==> src/rtl/quotient_bcd_converter.sv <==
// Sequential binary-to-BCD converter using the shift-and-add-3 (double dabble) method.
// One handshake in, WIDTH shift cycles, then the result is held until the consumer takes it.
module quotient_bcd_converter #(
  parameter int WIDTH  = 32,
  parameter int DIGITS = 10
) (
  input  logic                  clk,
  input  logic                  rst,
  input  logic                  in_valid,
  output logic                  in_ready,
  input  logic [WIDTH-1:0]      in_data,
  output logic                  out_valid,
  input  logic                  out_ready,
  output logic [4*DIGITS-1:0]   out_bcd,
  output logic [3:0]            out_ndigits,
  output logic                  busy
);

  localparam int BCD_W = 4 * DIGITS;
  localparam int CNT_W = $clog2(WIDTH + 1);

  typedef enum logic [1:0] {
    IDLE  = 2'd0,
    SHIFT = 2'd1,
    DONE  = 2'd2
  } state_t;

  state_t                 state_r;
  state_t                 state_next_s;
  logic [WIDTH-1:0]       shift_r;
  logic [BCD_W-1:0]       acc_r;
  logic [CNT_W-1:0]       cnt_r;
  logic [BCD_W-1:0]       out_bcd_r;
  logic [3:0]             out_ndigits_r;
  logic                   in_ready_r;
  logic                   out_valid_r;
  logic                   busy_r;

  logic [BCD_W-1:0]       acc_adj_s;
  logic [BCD_W+WIDTH-1:0] shift_wide_s;
  logic [BCD_W-1:0]       acc_next_s;
  logic [WIDTH-1:0]       shift_next_s;
  logic                   last_s;

  // Digits of 5..9 become 8..12 so that the following doubling carries into the next digit.
  function automatic logic [BCD_W-1:0] add3_digits(input logic [BCD_W-1:0] acc);
    logic [BCD_W-1:0] res;
    res = acc;
    for (int i = 0; i < DIGITS; i++) begin
      if (acc[4*i +: 4] >= 4'd5) begin
        res[4*i +: 4] = acc[4*i +: 4] + 4'd3;
      end else begin
        res[4*i +: 4] = acc[4*i +: 4];
      end
    end
    return res;
  endfunction

  function automatic logic [3:0] count_digits(input logic [BCD_W-1:0] bcd);
    logic [3:0] n;
    n = 4'd1;
    for (int i = 0; i < DIGITS; i++) begin
      if (bcd[4*i +: 4] != 4'd0) begin
        n = 4'(i + 1);
      end else begin
        n = n;
      end
    end
    return n;
  endfunction

  // Next-state logic and the combinational shift-and-adjust datapath.
  always_comb begin
    state_next_s = state_r;
    acc_adj_s    = add3_digits(acc_r);
    shift_wide_s = {acc_adj_s, shift_r} << 1'b1;
    acc_next_s   = shift_wide_s[BCD_W+WIDTH-1 -: BCD_W];
    shift_next_s = shift_wide_s[WIDTH-1:0];
    last_s       = (cnt_r == CNT_W'(WIDTH - 1));
    case (state_r)
      IDLE: begin
        if (in_valid) begin
          state_next_s = SHIFT;
        end else begin
          state_next_s = IDLE;
        end
      end
      SHIFT: begin
        if (last_s) begin
          state_next_s = DONE;
        end else begin
          state_next_s = SHIFT;
        end
      end
      DONE: begin
        if (out_ready) begin
          state_next_s = IDLE;
        end else begin
          state_next_s = DONE;
        end
      end
      default: begin
        state_next_s = IDLE;
      end
    endcase
  end

  // State register, datapath registers and registered handshake/result outputs.
  always_ff @(posedge clk) begin
    if (rst) begin
      state_r       <= IDLE;
      shift_r       <= {WIDTH{1'b0}};
      acc_r         <= {BCD_W{1'b0}};
      cnt_r         <= {CNT_W{1'b0}};
      out_bcd_r     <= {BCD_W{1'b0}};
      out_ndigits_r <= 4'd1;
      in_ready_r    <= 1'b1;
      out_valid_r   <= 1'b0;
      busy_r        <= 1'b0;
    end else begin
      state_r     <= state_next_s;
      in_ready_r  <= (state_next_s == IDLE);
      out_valid_r <= (state_next_s == DONE);
      busy_r      <= (state_next_s != IDLE);
      case (state_r)
        IDLE: begin
          if (in_valid) begin
            shift_r <= in_data;
            acc_r   <= {BCD_W{1'b0}};
            cnt_r   <= {CNT_W{1'b0}};
          end
        end
        SHIFT: begin
          acc_r   <= acc_next_s;
          shift_r <= shift_next_s;
          cnt_r   <= cnt_r + CNT_W'(1);
          // The result is captured from the final shift so it is valid alongside out_valid.
          if (last_s) begin
            out_bcd_r     <= acc_next_s;
            out_ndigits_r <= count_digits(acc_next_s);
          end
        end
        default: begin
        end
      endcase
    end
  end

  assign in_ready    = in_ready_r;
  assign out_valid   = out_valid_r;
  assign busy        = busy_r;
  assign out_bcd     = out_bcd_r;
  assign out_ndigits = out_ndigits_r;

endmodule
==> config.mk <==
export PLATFORM = sky130hd
export DESIGN_NAME = quotient_bcd_converter
export DESIGN_NICKNAME = d
export VERILOG_FILES = /design/src/rtl/quotient_bcd_converter.sv
export SDC_FILE = /design/constraint.sdc
export NUM_CORES = 1
export LEC_CHECK = 0
export CAP_MARGIN = 20
export CORE_UTILIZATION = 35
export CTS_CLUSTER_SIZE = 10
export DETAILED_ROUTE_END_ITERATION = 8
export GPL_ROUTABILITY_DRIVEN = 0
export GPL_TIMING_DRIVEN = 0
export PLACE_DENSITY = 0.59
export SETUP_SLACK_MARGIN = 0.05
export SKIP_CTS_REPAIR_TIMING = 1
export SYNTH_ARGS = -nofsm -noshare
export SYNTH_HDL_FRONTEND = slang
export SYNTH_SLANG_ARGS = --single-unit
export TNS_END_PERCENT = 10
==> constraint.sdc <==
create_clock -name clk -period 3.95 [get_ports clk]
set_input_delay 0.79 -clock clk [delete_from_list [all_inputs] [get_ports clk]]
set_output_delay 0.79 -clock clk [all_outputs]
set_load 0.01 [all_outputs]
==> summary.md <==
| Metric | Value |
|---|---|
| Die Span X | `roughly 130 µm` |
| Die span in y | `130 µm` |
| IO Port Bufs | `81` |
| Worst hold-check path type | `flip-flop to flip-flop` |
| Clock sink total | `~130` |
| Initial Utilization | `36.1%` |
| Slowest stage delay, CP | `about 0.47 ns` |
| Global route overflow | `0` |
| Pwr dens | `roughly 420 nW/µm²` |
| CTS Buffer Depth | `2` |
| # Max-Cap Violations | `0` |
| Final net count | `a little under 900` |
| Final HPWL DP | `12.0 mm` |
| Peak supply drop | `roughly 300 µV` |
| # setup viols final | `0` |
| Min cycle time layout | `~2.5 ns` |
| Clock Latency Late Sink | `around 0.43 ns` |
| Syn Std Cell Area | `between 5000 and 6000 µm²` |
| Global-route wire length before repair | `about 26 mm` |
| Worst-path cell chain | `inv_1, ha_1, nand2b_1, a21o_1, and3_1, o211a_1, a2111oi_1, o31ai_1, a211oi_1` |
| CP required | `roughly 4.3 ns` |
| Kind of critical path | `flip-flop to flip-flop` |
| Drt total wl | `approximately 17 mm` |
| CP max-delay cell | `a2111oi_1` |
| Status | `finished clean` |
| # diodes | `0` |
| Synthesized net count | `about 770` |
| Critical Path End Type | `flip-flop` |
| Final Util | `roughly 46%` |
| RSZ-0062 raised after global routing | `no` |
| Core area | `around 16,000 µm²` |
| Post-synth EDFFs | `0` |
| Initial antenna violation count | `0` |
| Via/cell ratio | `approximately 5.3` |
| Post-synthesis sequential area ratio | `44.0%` |
| CP arrival | `between 2 and 3 ns` |
| Syn Inst Count | `roughly 710` |
| Layout area overhead | `28.8%` |
| Antenna-violating nets left | `0` |
| Predominant post-synthesis flop cell | `dfxtp_1` |
| CP max FO | `5` |
| Most common cell after layout, fill and taps aside | `dfxtp_1` |
| Fin Clk Skew | `0.00567 ns` |
| Most frequent cells in the layout | `127 x dfxtp_1, 104 x a21oi_1, 94 x nand2_1` |
| Setup TNS | `0 ns` |
| WL per Instance | `about 16 µm` |
| Share of layout cells above drive strength 1 | `5.11%` |
| Post-route DRC | `0` |
| Drt first pass iters | `5` |
| Fill cell count | `around 1,600` |
| Via count | `around 5,500` |
| Total CTS buffers | `17` |
| Max Clk Rate | `between 400 and 500 MHz` |
| Die area | `17,000 µm²` |
| IO Pins | `83` |
| Initial drt markers | `a little under 400` |
| Overall Global Routing Usage | `just over 20%` |
| Crit path launch type | `flip-flop` |
| H-tree depth | `4` |
| Worst slew pin tran | `0.820 ns` |
| Max-slew violation total from the final report | `0` |
| Largest net degree at the start of global routing | `17` |
| Leak | `about 2.5 nW` |
| Std cell rows | `between 40 and 50` |
| Final Hold Fails | `0` |
| CTS root buffer | `clkbuf_16` |
| Reg clk slew, reported paths | `approximately 0.060 ns` |
| Synthesized area per cell | `about 8.1 µm²` |
| Async SR Flop Fraction | `0%` |
| TritonCTS clock tree | `yes` |
| Yosys reg bits | `roughly 130` |
| Fin crit share | `between 60% and 70%` |
| Synth unique cells | `slightly below 50` |
| Ys Warns | `0` |
| Slew Limit Headroom | `between 40% and 50%` |
| Vias in the first global route | `5,177` |
==> sequential cells by signal, summed over array words and instances (netlist names) <==
register,flops
acc_r,40
busy,1
cnt_r,6
in_ready,1
out_bcd,40
out_ndigits,4
out_valid,1
shift_r,32
state_r,2
==> logic make-up after synthesis <==
| logic type | after synthesis | synth area share (%) |
|---|---|---|
| AO/OA/AOI/OAI | 203 | 21.4 |
| flip-flops | 127 | 44.0 |
| AND/OR/NAND/NOR | 269 | 22.3 |
| multiplexers | 10 | 1.73 |
| buffers and inverters | 69 | 4.53 |
| adder cells (fa/ha/maj) | 21 | 4.55 |
| XOR/XNOR | 10 | 1.52 |
==> area by class of cell <==
class | count | area [µm²] | share of cell area (%)
clock inverter | 6 | 80.1 | 1.08
multi-input combinational | 513 | 2970 | 39.9
sequential | 127 | 2540 | 34.2
clock buffer | 26 | 499 | 6.72
tap | 216 | 270 | 3.64
buffer | 48 | 183 | 2.46
inverter | 21 | 78.8 | 1.06
timing repair buffer | 81 | 811 | 10.9
==> critical path: cells and delay by family, from the launching register on <==
kind | cells | cell delay (ns)
adder cells (fa/ha/maj) | 1 | 0.19
buffers and inverters | 1 | 0.09
AND/OR/NAND/NOR | 2 | 0.35
AO/OA/AOI/OAI | 5 | 1.32
flip-flops | 1 | 0.40
==> Yosys cell counts (2+ instances only) <==
cell / number / area, µm²
inv_1: 21 / 78.8
nand4bb_1: 2 / 22.5
nor3_1: 13 / 65.1
nand3b_1: 2 / 15.0
buf_2: 2 / 10.0
nand2b_2: 2 / 17.5
nor3b_1: 18 / 135
a21oi_4: 2 / 32.5
xnor2_1: 10 / 87.6
nand2b_1: 9 / 56.3
nand2_1: 94 / 353
clkbuf_1: 43 / 161
dfxtp_1: 127 / 2540
nor4_1: 5 / 31.3
o21ai_0: 17 / 85.1
nand3_1: 34 / 170
a21oi_2: 4 / 35.0
mux2i_1: 10 / 100
nand4_1: 2 / 12.5
a211oi_1: 22 / 165
ha_1: 21 / 263
nor2_1: 76 / 285
o21ai_1: 2 / 10.0
a22oi_1: 28 / 210
and3_1: 2 / 12.5
buf_1: 3 / 11.3
a31oi_1: 13 / 81.3
a21oi_1: 104 / 521
==> layer usage <==
layer  vias to the layer above  part of all wire [%]  GRT usage (%)
met4                         0                   2.8           10.1
met5                         -                     0              0
li1                       2689                     -              -
met1                      2596                    45           25.4
met3                        41                   4.3           4.32
met2                       134                    47           34.4
==> final timing paths <==
kind | end | slack (ns) | startpoint | depth (start not counted)
max reg2reg | out_ndigits[1]$_SDFFE_PP0P_ | 1.50 | acc_r[9]$_SDFFE_PP0P_ | 9
min reg2reg | shift_r[27]$_SDFFE_PP0P_ | 0.45 | shift_r[27]$_SDFFE_PP0P_ | 2
max | out_ndigits[1]$_SDFFE_PP0P_ | 1.50 | acc_r[9]$_SDFFE_PP0P_ | 9
min | shift_r[27]$_SDFFE_PP0P_ | 0.45 | shift_r[27]$_SDFFE_PP0P_ | 2
==> power by group <==
group	leakage [nW]	internal [mW]	switching, mW
Sequential	1.03	1.31	0.0166
Clock	0.288	0.991	0.551
Combinational	1.22	0.0747	0.141
==> stage by stage <==
step                      worst slack, ns  power (mW)  cell area (µm²)  std cells  hold WS, ns
after floorplan                      1.85        1.47             5770        709        0.436
after global placement               1.31        1.56             6850       1006        0.442
after detailed placement             1.32        1.57             6850       1006        0.446
after CTS                            1.54        3.10             7430       1038        0.454
after global routing                 1.27        3.18             7430       1038        0.471
final                                1.50        3.09             7430       1038        0.451
Power figures use the tool's default switching activity.
